**src/rtl/axi_pkg.sv**
```systemverilog
// Shared AXI4 encodings and the line-fetch FSM state constants.
package axi_pkg;

  localparam logic [1:0] BURST_FIXED = 2'b00;
  localparam logic [1:0] BURST_INCR  = 2'b01;
  localparam logic [1:0] BURST_WRAP  = 2'b10;

  localparam logic [1:0] RESP_OKAY   = 2'b00;
  localparam logic [1:0] RESP_EXOKAY = 2'b01;
  localparam logic [1:0] RESP_SLVERR = 2'b10;
  localparam logic [1:0] RESP_DECERR = 2'b11;

  localparam logic [1:0] ST_IDLE = 2'd0;
  localparam logic [1:0] ST_ADDR = 2'd1;
  localparam logic [1:0] ST_DATA = 2'd2;
  localparam logic [1:0] ST_RESP = 2'd3;

  // AXSIZE encoding for a full-width beat of the given bus width.
  function automatic logic [2:0] size_of(input int data_width);
    return 3'($clog2(data_width / 8));
  endfunction

endpackage

```
**src/rtl/axi_line_fetch.sv**
```systemverilog
// AXI4 read initiator: fetches one cache line per request with a single INCR
// burst and returns the assembled line together with a sticky error flag.
module axi_line_fetch
  import axi_pkg::*;
#(
  parameter int DATA_WIDTH = 32,
  parameter int ADDR_WIDTH = 32,
  parameter int ID_WIDTH   = 8,
  parameter int LINE_WORDS = 8,
  parameter int AXI_ID     = 0
) (
  input  logic                             clk,
  input  logic                             rst,
  input  logic                             req_valid,
  output logic                             req_ready,
  input  logic [ADDR_WIDTH-1:0]            req_addr,
  output logic                             rsp_valid,
  input  logic                             rsp_ready,
  output logic [LINE_WORDS*DATA_WIDTH-1:0] rsp_line,
  output logic                             rsp_err,
  output logic [ID_WIDTH-1:0]              m_axi_arid,
  output logic [ADDR_WIDTH-1:0]            m_axi_araddr,
  output logic [7:0]                       m_axi_arlen,
  output logic [2:0]                       m_axi_arsize,
  output logic [1:0]                       m_axi_arburst,
  output logic                             m_axi_arvalid,
  input  logic                             m_axi_arready,
  input  logic [ID_WIDTH-1:0]              m_axi_rid,
  input  logic [DATA_WIDTH-1:0]            m_axi_rdata,
  input  logic [1:0]                       m_axi_rresp,
  input  logic                             m_axi_rlast,
  input  logic                             m_axi_rvalid,
  output logic                             m_axi_rready
);

  localparam int LINE_BYTES = LINE_WORDS * DATA_WIDTH / 8;
  localparam int CW         = $clog2(LINE_WORDS) + 1;

  localparam logic [ADDR_WIDTH-1:0] OFFSET_MASK = ADDR_WIDTH'(LINE_BYTES - 1);
  localparam logic [CW-1:0]         LAST_IDX    = CW'(LINE_WORDS - 1);
  localparam logic [CW-1:0]         FULL        = CW'(LINE_WORDS);
  localparam logic [ID_WIDTH-1:0]   OWN_ID      = ID_WIDTH'(AXI_ID);

  logic [1:0]            state_reg;
  logic                  req_ready_reg;
  logic                  arvalid_reg;
  logic [ADDR_WIDTH-1:0] araddr_reg;
  logic                  rready_reg;
  logic                  rsp_valid_reg;
  logic                  err_reg;
  logic [CW-1:0]         cnt_reg;
  logic [DATA_WIDTH-1:0] line_reg [LINE_WORDS];

  logic beat;
  logic beat_err;

  assign beat = (state_reg == ST_DATA) && m_axi_rvalid && rready_reg;

  // A beat is bad if its response/ID is wrong, rlast is misplaced, or it
  // arrives after the line is already full.
  assign beat_err = (m_axi_rresp != RESP_OKAY)
                 || (m_axi_rid != OWN_ID)
                 || (m_axi_rlast && (cnt_reg != LAST_IDX))
                 || (cnt_reg >= FULL);

  always_ff @(posedge clk or posedge rst) begin
    if (rst) begin
      state_reg     <= ST_IDLE;
      req_ready_reg <= 1'b1;
      arvalid_reg   <= 1'b0;
      araddr_reg    <= '0;
      rready_reg    <= 1'b0;
      rsp_valid_reg <= 1'b0;
      err_reg       <= 1'b0;
      cnt_reg       <= '0;
    end else begin
      case (state_reg)
        ST_IDLE: begin
          if (req_valid) begin
            araddr_reg    <= req_addr & ~OFFSET_MASK;
            arvalid_reg   <= 1'b1;
            req_ready_reg <= 1'b0;
            err_reg       <= 1'b0;
            cnt_reg       <= '0;
            state_reg     <= ST_ADDR;
          end
        end
        ST_ADDR: begin
          if (m_axi_arready) begin
            arvalid_reg <= 1'b0;
            rready_reg  <= 1'b1;
            state_reg   <= ST_DATA;
          end
        end
        ST_DATA: begin
          if (beat) begin
            if (cnt_reg != FULL) cnt_reg <= cnt_reg + 1'b1;
            if (beat_err) err_reg <= 1'b1;
            if (m_axi_rlast) begin
              rready_reg    <= 1'b0;
              rsp_valid_reg <= 1'b1;
              state_reg     <= ST_RESP;
            end
          end
        end
        ST_RESP: begin
          if (rsp_ready) begin
            rsp_valid_reg <= 1'b0;
            req_ready_reg <= 1'b1;
            state_reg     <= ST_IDLE;
          end
        end
        default: state_reg <= ST_IDLE;
      endcase
    end
  end

  // Line buffer has no reset; each word is written only by its own beat slot,
  // so saturated (overflow) beats never land anywhere.
  for (genvar gi = 0; gi < LINE_WORDS; gi++) begin : g_line
    always_ff @(posedge clk) begin
      if (beat && (cnt_reg == CW'(gi))) line_reg[gi] <= m_axi_rdata;
    end
    assign rsp_line[gi*DATA_WIDTH +: DATA_WIDTH] = line_reg[gi];
  end

  assign req_ready     = req_ready_reg;
  assign rsp_valid     = rsp_valid_reg;
  assign rsp_err       = err_reg;
  assign m_axi_arid    = OWN_ID;
  assign m_axi_araddr  = araddr_reg;
  assign m_axi_arlen   = 8'(LINE_WORDS - 1);
  assign m_axi_arsize  = size_of(DATA_WIDTH);
  assign m_axi_arburst = BURST_INCR;
  assign m_axi_arvalid = arvalid_reg;
  assign m_axi_rready  = rready_reg;

endmodule

```
**config.mk**
```make
export PLATFORM = sky130hd
export DESIGN_NAME = axi_line_fetch
export DESIGN_NICKNAME = d
export VERILOG_FILES = /design/src/rtl/axi_pkg.sv /design/src/rtl/axi_line_fetch.sv
export SDC_FILE = /design/constraint.sdc
export NUM_CORES = 1
export LEC_CHECK = 0
export CAP_MARGIN = 20
export CORE_ASPECT_RATIO = 0.7
export CORE_UTILIZATION = 30
export CTS_CLUSTER_SIZE = 16
export DETAILED_ROUTE_END_ITERATION = 10
export GPL_ROUTABILITY_DRIVEN = 0
export PLACE_DENSITY = 0.65
export SYNTH_ARGS = -nofsm -noshare
export SYNTH_HDL_FRONTEND = slang
export SYNTH_SLANG_ARGS = --single-unit
```
**constraint.sdc**
```tcl
create_clock -name clk -period 3 [get_ports clk]
set_input_delay 0.3 -clock clk [delete_from_list [all_inputs] [get_ports clk]]
set_output_delay 0.3 -clock clk [all_outputs]
set_load 0.05 [all_outputs]
```
Word level (Yosys, flattened, before mapping). Memory sizes are Yosys's and may differ from the RTL's. Cells that the tools add are included.

Eq/ne operators: 19. Reduce and logical (&&, ||, !) cells: 38. Add/subtract/negate cells: 1. $lt $le $gt $ge: 1. Mux-type cells: 64.

Operator list (number): $mux W32 (7); $reduce_or A32 Y1 (7); $mux W1 (35); $mux W3 (7); $eq A4 B3 Y1 const B (4); $reduce_and A4 Y1 (4); $mux W4 (3); $ne A2 B2 Y1 const B (6); $reduce_bool A2 Y1 (6); $logic_and A1 B1 Y1 (11); $mux W2 (5); $pmux W1 S2 (5); $eq A4 B2 Y1 const B (2); $pmux W2 S4 (1); $pmux W4 S2 (1); $reduce_bool A8 Y1 (1); $reduce_and A3 Y1 (2); $reduce_and A5 Y1 (1); $add A4 B1 Y4 const B (1); $eq A2 B2 Y1 const B (2); $eq A4 B1 Y1 const B (1); $ge A4 B4 Y1 const B (1); $logic_not A4 Y1 (1); $ne A4 B3 Y1 const B (1); 6 further kinds (8).

Output and inout port bits: 314. Flip-flop bits (word level): 38. Input port bits: 81. RAM bits: 256. Word-level logic and storage cells: 132. Memories kept: 1.

Memories: line_reg (words 8, width 32, rd ports 8, clocked after memory_dff 0, write ports 1, line axi_line_fetch.sv:52) `logic [DATA_WIDTH-1:0] line_reg [LINE_WORDS];`.

Longest topological paths before layout. Gate-level depths: netlist of run 1.

Word-level depth: 14. Depth in mapped cells: 7. Mapped depth without buffers: 6.

Worst setup path before layout of run 1. OpenSTA, ideal clock, no wires.

Kind: reg2reg. Start: reg rready_reg (netlist: m_axi_rready). End: mem line_reg[1][0] (netlist: line_reg[0][32]), enable pin. Stages on the path, launching flop included: 4. Library setup time: 0.392 ns. Buffers on the path: 0. Period minus slack after synthesis: 2.388 ns. Arrival: 1.996 ns. Required time: 2.608 ns. Slack: 0.612 ns. Path through: dfrtp_1 > nand2_1 > nor3_1 > and2_1.

Word-level cells in the longest chain between the ends: 12. Elaborated cells between the ends (all ways): 46. Those cells by class: 30 x mux; 16 x reduce/logical.

Ends and longest elaborated chain: start: declaration (line axi_line_fetch.sv:48) `logic rready_reg;`; start signal: assignment (line axi_line_fetch.sv:72) `rready_reg <= 1'b0;`; start signal: assignment (line axi_line_fetch.sv:91) `rready_reg <= 1'b1;`; start signal: assignment (line axi_line_fetch.sv:100) `rready_reg <= 1'b0;`; $logic_and A1 B1 Y1 (*) (line axi_line_fetch.sv:57) `assign beat = (state_reg == ST_DATA) && m_axi_rvalid && rready_reg;`; $logic_and A1 B1 Y1 (line axi_line_fetch.sv:122) `if (beat && (cnt_reg == CW'(gi))) line_reg[gi] <= m_axi_rdata;`; $mux W1 (line axi_line_fetch.sv:122); $mux W1 (not written as such) (line axi_line_fetch.sv:122); $reduce_or A32 Y1 (no source line); $mux W3 (no source line) or $mux W1 (tied branches) (7 in series); end: declaration (line axi_line_fetch.sv:52).

Mark *: on every way between the ends. The rest lies on a longest branch, timed or not.

Final worst setup path of run 1.
Start: reg req_ready_reg (netlist: req_ready). End: out req_ready.

RTL lines: start: declaration (line axi_line_fetch.sv:45) `logic req_ready_reg;`; start signal: assignment (line axi_line_fetch.sv:69) `req_ready_reg <= 1'b1;`; start signal: assignment (line axi_line_fetch.sv:82) `req_ready_reg <= 1'b0;`; start signal: assignment (line axi_line_fetch.sv:109) `req_ready_reg <= 1'b1;`; end: declaration (line axi_line_fetch.sv:15) `output logic req_ready,`.

No word-level cell between the ends.

==> summary.md, run 1 <==
| Metric | Value |
|---|---|
| Final-stage net count | 924 |
| Layout cells sized above 1 | 0.112 |
| CTS Root Cell | clkbuf_16 |
| Post-synth EDFFs | approximately 260 |
| Ys flop type | edfxtp_1 |
| Drt via density | 4.18 |
| Latest clock arrival within the worst-skew pair | 0.54 ns |
| First-pass GRT wire length | 35100 um |
| Placed cell area | 13900 um^2 |
| Chip width | 217 um |
| Most instantiated library cell after synthesis | edfxtp_1 |
| CP endpoint kind | output pin |
| DP HPWL | between 15000 and 20000 um |
| # clock sinks | a little under 300 |
| Vias in the first global route | 5245 |
| Worst-path clk slew | approximately 0.060 ns |
| Synth top cells by count | edfxtp_1 (256), dfrtp_1 (37), mux2_2 (28), buf_4 (26), nand2_1 (13) |
| Slew Limit Fails | 0 |
| Final setup vio count | 0 |
| P&R area growth vs syn | 52.8% |
| Initial Util | 0.308 |
| Leakage power total | 5.13 nW |
| CP max stage delay | 0.81 ns |
| Post-synthesis sequential area ratio | 0.892 |
| Post-Synthesis Cells | 434 |
| Core area | 31500 um^2 |
| Number of synthesized register bits | 294 |
| Max-capacitance violation count | 0 |
| DRT antenna net count | 0 |
| Asr flop ratio synth | 0.129 |
| Power Density | 767 nW/um^2 |
| Crit path cell chain | clkdlybuf4s50_1 |
| Via Count | 5335 |
| I/O pins | 395 |
| Total Wirelength | 24400 um |
| Grt total ovfl | 0 |
| Post-CTS setup buffers | 0 |
| RSZ-0062 raised after global routing | no |
| CP Max Fanout | 3 |
| Relative slew margins | 0.598 |
| Post-Place Setup Slack | just over 0.6 ns |
| Drt pass-1 iters | 4 |
| Mapped cell area | 9690 um^2 |
| Netlist cell types | 34 |
| Finished Cell Area | 14800 um^2 |
| Hold Crit Class | primary input to async pin |
| Fmax | 458 MHz |
| Mean Syn Cell Area | 22.3 um^2 |
| Hold Fails Final Rpt | 0 |
| Worst-case clock buffer depth | 3 |
| H-tree depth | 1 |
| Critical Path RT | 2.70 ns |
| Max VDD drop | between 0.7 and 0.8 mV |
| Fin Setup TNS | 0 ns |
| Die area | ~33000 um^2 |
| Synth area leaders | edfxtp_1 (79%), dfrtp_1 (9.6%), mux2_2 (3.3%) |
| Gr usage total | 0.141 |
| Synth area leader | edfxtp_1 |
| Initial antenna violation count | 1 |
| CTS buffer count | 28 |
| Delay-heaviest family, CP | buffers and inverters |
| Startpoint Class | flop |
| Largest register FFs | 256 |
| Crit path DAT | 1.89 ns |
| DRC Markers | 0 |
| Post-route setup slack | 0.814 ns |
| Post-CTS sizing | 0 |
| DR WL/cell | 19.1 um |
| 1st-iter DRT viols | between 200 and 300 |
| WP buf/inv | 1 |
| Post-layout minimum cycle time | 2.19 ns |
| Synth warn | 0 |
| Synth top area share | 0.794 |
| Status | complete, no violations |
| CTS tree | done |
| Row count | 54 |
| IO Port Bufs | 363 |
| Final Skew | 0.0106 ns |
| Fin crit share | 0.729 |
| Slew @ Worst Pin | 0.601 ns |
| Die H | 152 um |
| Largest net degree at the start of global routing | 39 |
| Tot Pwr | 11.4 mW |
| Post-cts hold buffer count | 0 |
| WHS | 0.198 ns |
| Critical Path Slowest Stage Cell | clkdlybuf4s50_1 |
| WS Path Type | flop to output pin |
[layer usage]
metal / vias to the layer above / wire length (um) / track usage
li1: 2418 / - / -
met1: 2667 / 10800 / 0.194
met2: 218 / 11300 / 0.217
met3: 32 / 1960 / 0.0447
met4: 0 / 325 / 0.0369
met5: - / 0 / 0
[report_power, final]
group	internal [mW]	switching, mW	leakage, nW
logic	0.973	1.86	1.93
clock network	2.02	1.46	0.445
registers	4.85	0.192	2.76
[cell type report]
class	count	area, um^2
Fill cell	2693	16700
Sequential cell	294	8640
Timing Repair Buffer	377	3800
Multi-Input combinational cell	126	897
Clock buffer	32	737
Tap cell	420	526
Clock inverter	18	173
Inverter	8	30.0
Antenna cell	1	2.50
[worst min-delay path: stages]
cell	delay, ns
clkdlybuf4s50_1	0.40
inv_1	0.05
buf_4	0.43
[path summary, 6_finish.rpt]
path	startpoint	endpoint	slack [ns]	depth (start not counted)
hold reg to reg	m_axi_araddr[14]	m_axi_araddr[14]	0.50	1
hold / removal	rst	cnt_reg[2]	0.20	3
setup / recovery	req_ready	req_ready	0.81	1
max in group asynchronous	rst	req_ready	2.44	3
setup reg to reg	state_reg[0]	line_reg[1][76]	0.84	6
min in group clk	req_addr[14]	m_axi_araddr[14]	0.37	2
[logic make-up (layout without fill, tap and decap cells)]
logic type / after synthesis / count (layout) / synth area share
other cells: 2 / 27 / 0.000775
compound gates: 20 / 20 / 0.0146
fa+ha+maj: 8 / 8 / 0.0103
mux: 29 / 29 / 0.0336
buf+inv: 38 / 435 / 0.0258
simple gates: 43 / 43 / 0.0230
flops: 294 / 294 / 0.892
[layout by cell type, fill, tap and decap left out, types with 2 or more instances in the layout]
cell | netlist | routed
a21oi_1 | 7 | 7
a22o_1 | 2 | 2
and2_2 | 0 | 8
buf_12 | 0 | 5
buf_4 | 26 | 9
bufinv_16 | 0 | 3
clkbuf_1 | 1 | 3
clkbuf_16 | 0 | 29
clkdlybuf4s50_1 | 0 | 363
clkinv_1 | 0 | 7
clkinv_2 | 0 | 4
conb_1 | 2 | 26
dfrtp_1 | 37 | 37
edfxtp_1 | 256 | 256
ha_1 | 8 | 8
inv_1 | 8 | 8
mux2_2 | 28 | 28
nand2_1 | 13 | 13
nand2b_1 | 2 | 2
nand3_1 | 8 | 8
nor2_1 | 3 | 3
nor3_1 | 4 | 4
o21ai_0 | 3 | 3
[metrics by stage]
stage	util	instances
2_1_floorplan	-	458
3_3_place_gp	0.441	1225
3_5_place_dp	0.441	1225
4_1_cts	0.470	1275
5_1_grt	0.470	1276
6_report	0.470	1276
(Power assumes the default switching activity.)
==> inputs of run 2 (changes only) <==
--- a/config.mk
+++ b/config.mk
@@ -11,7 +11,7 @@
 export CTS_CLUSTER_SIZE = 16
 export DETAILED_ROUTE_END_ITERATION = 10
 export GPL_ROUTABILITY_DRIVEN = 0
-export PLACE_DENSITY = 0.65
+export PLACE_DENSITY = 0.68
 export SYNTH_ARGS = -nofsm -noshare
 export SYNTH_HDL_FRONTEND = slang
 export SYNTH_SLANG_ARGS = --single-unit
==> constraint.sdc (replaced) <==
create_clock -name clk -period 2 [get_ports clk]
set_input_delay 0.2 -clock clk [delete_from_list [all_inputs] [get_ports clk]]
set_output_delay 0.2 -clock clk [all_outputs]
set_load 0.05 [all_outputs]
==> summary.md, run 2 (synthesis gave the netlist of run 1 again) <==
| Metric | Value |
|---|---|
| First-pass GRT wire length | 36900 um (was 35100 um) |
| 1st-iter DRT viols | 343 (was 270) |
| Via Count | 5492 (was 5335) |
| Non-filler instance count after layout | 1285 (was 1276) |
| Fmax | 516 MHz |
| Latest clock arrival within the worst-skew pair | 0.54 ns (about the same) |
| Gr usage total | 0.151 (was 0.141) |
| CP endpoint kind | output pin (unchanged) |
| Drt pass-1 iters | 4 (unchanged) |
| Drt via density | 4.27 (was 4.18) |
| Hold Crit Class | primary input to async pin (unchanged) |
| Leakage power total | 5.28 nW (was 5.13 nW) |
| Ant. Diodes | 0 (was 1) |
| Status | complete, no violations (unchanged) |
| Vias in the first global route | 5605 (was 5245) |
| CP max stage delay | 0.82 ns (was 0.81 ns) |
| Crit path cell chain | clkdlybuf4s50_1 (unchanged) |
| Power Density | 1150 nW/um^2 (was 767 nW/um^2) |
| IO Port Bufs | 363 (unchanged) |
| Most frequent cells in the layout | clkdlybuf4s50_1 (357), edfxtp_1 (256), dfrtp_1 (37) (was clkdlybuf4s50_1 (363), edfxtp_1 (256), dfrtp_1 (37)) |
| Row count | 54 (unchanged) |
| Relative slew margins | 0.603 (was 0.598) |
| Hold Fails Final Rpt | 0 (unchanged) |
| Largest register FFs | 256 (unchanged) |
| I/O pins | 395 (unchanged) |
| Grt total ovfl | 0 (unchanged) |
| Inst Count DP | 1236 (was 1225) |
| Core area | 31500 um^2 (unchanged) |
| Largest net degree at the start of global routing | 39 (unchanged) |
| CTS Root Cell | clkbuf_16 (unchanged) |
| Register area | 8640 um^2 (unchanged) |
| DR WL/cell | 20.1 um (was 19.1 um) |
| Initial Util | 0.308 (unchanged) |
| Final-stage net count | 936 (was 924) |
| Worst-case clock buffer depth | 3 (unchanged) |
| RSZ-0062 raised after global routing | no (unchanged) |
| # clock sinks | 294 (unchanged) |
| Critical Path RT | 1.80 ns (was 2.70 ns) |
| Critical Path Slowest Stage Cell | clkdlybuf4s50_1 (unchanged) |
| DRC Markers | 0 (unchanged) |
| WP buf/inv | 1 (unchanged) |
| Core Util, Final | 0.479 (was 0.470) |
| CTS tree | done (unchanged) |
| P&R area growth vs syn | 55.7% (was 52.8%) |
| Post-layout minimum cycle time | slightly below 2 ns |
| Chip width | 217 um (unchanged) |
| Die H | 152 um (unchanged) |
| CTS buffer count | 28 (unchanged) |
| Worst-path clk slew | 0.06 ns (about the same) |
| Commonest non-fill, non-tap cell in the layout | clkdlybuf4s50_1 (unchanged) |
| H-tree depth | 1 (unchanged) |
| Initial antenna violation count | 0 (was 1) |
| DP HPWL | 18000 um (was 16700 um) |
| Max-capacitance violation count | 0 (unchanged) |
| WHS | 0.0807 ns (was 0.198 ns) |
| Max VDD drop | 0.659 mV (was 0.746 mV) |
| Final Skew | 0.0114 ns (was 0.0106 ns) |
| CP Max Fanout | 2 (was 3) |
| DRT antenna net count | 0 (unchanged) |
| Placed cell area | 14100 um^2 (was 13900 um^2) |
| Layout fillers | 2639 (was 2693) |
| Total Wirelength | 25800 um (was 24400 um) |
| Fin crit share | 0.968 |
| Slew @ Worst Pin | 0.594 ns (was 0.601 ns) |
| Die area | 33000 um^2 (unchanged) |
| Slew Limit Fails | 0 (unchanged) |
| WS Path Type | flop to output pin (unchanged) |
| Crit path DAT | 1.74 ns (was 1.89 ns) |
| Final setup vio count | 0 (unchanged) |
| Delay-heaviest family, CP | buffers and inverters (unchanged) |
| Finished Cell Area | 15100 um^2 (was 14800 um^2) |
| Layout cells sized above 1 | 0.121 (was 0.112) |
| Startpoint Class | flop (unchanged) |
| Area of the multi-input gates | 903 um^2 (was 897 um^2) |
## run 2: where the power goes
group | total (mW) | switching (mW) | internal [mW]
sequential | 7.56 | 0.285 | 7.28
clock | 5.42 | 2.15 | 3.27
combinational | 4.32 | 2.80 | 1.52
## run 2: layout make-up
type / instances / share of cell area
clock buffers: 36 / 0.0499
clock inverters: 12 / 0.0119
inverters: 8 / 0.00199
multi-input cells: 126 / 0.0599
flip-flops and latches: 294 / 0.573
well taps: 420 / 0.0348
repair buffers: 389 / 0.269
## run 2: final timing paths
check	startpoint	end	slack [ns]	depth (start not counted)
max	m_axi_araddr[29]	m_axi_araddr[29]	0.06	1
min	rst	cnt_reg[0]	0.08	3
max reg2reg	state_reg[0]	line_reg[1][8]	0.13	7
min reg2reg	m_axi_araddr[19]	m_axi_araddr[19]	0.50	1
max in group asynchronous	rst	req_ready	1.56	3
min in group clk	req_addr[23]	m_axi_araddr[23]	0.27	2
## run 2: what timing repair did
item	CTS	global route
hold buffers	0	0
buffers inserted	0	0
gates cloned	0	1
resized for setup	4	4
endpoints found under the setup margin	21	25
## run 2: routing by layer
layer	up-vias	part of all wire	track usage
met5	-	0	0
met4	0	0.023	0.0396
met3	38	0.076	0.0459
met2	239	0.48	0.247
met1	2780	0.42	0.194
li1	2435	-	-
## run 2: stage by stage
stage / total power [mW] / setup WS [ns] / setup TNS (ns)
detailed placement: 12.0 / -0.0422 / -1.41
CTS: 17.5 / 0.0118 / 0
global route: 17.9 / 0.00291 / 0
floorplan: 10.4 / -0.0587 / -15.02
finish: 17.3 / 0.0634 / 0
global placement: 12.0 / -0.0400 / -2.33
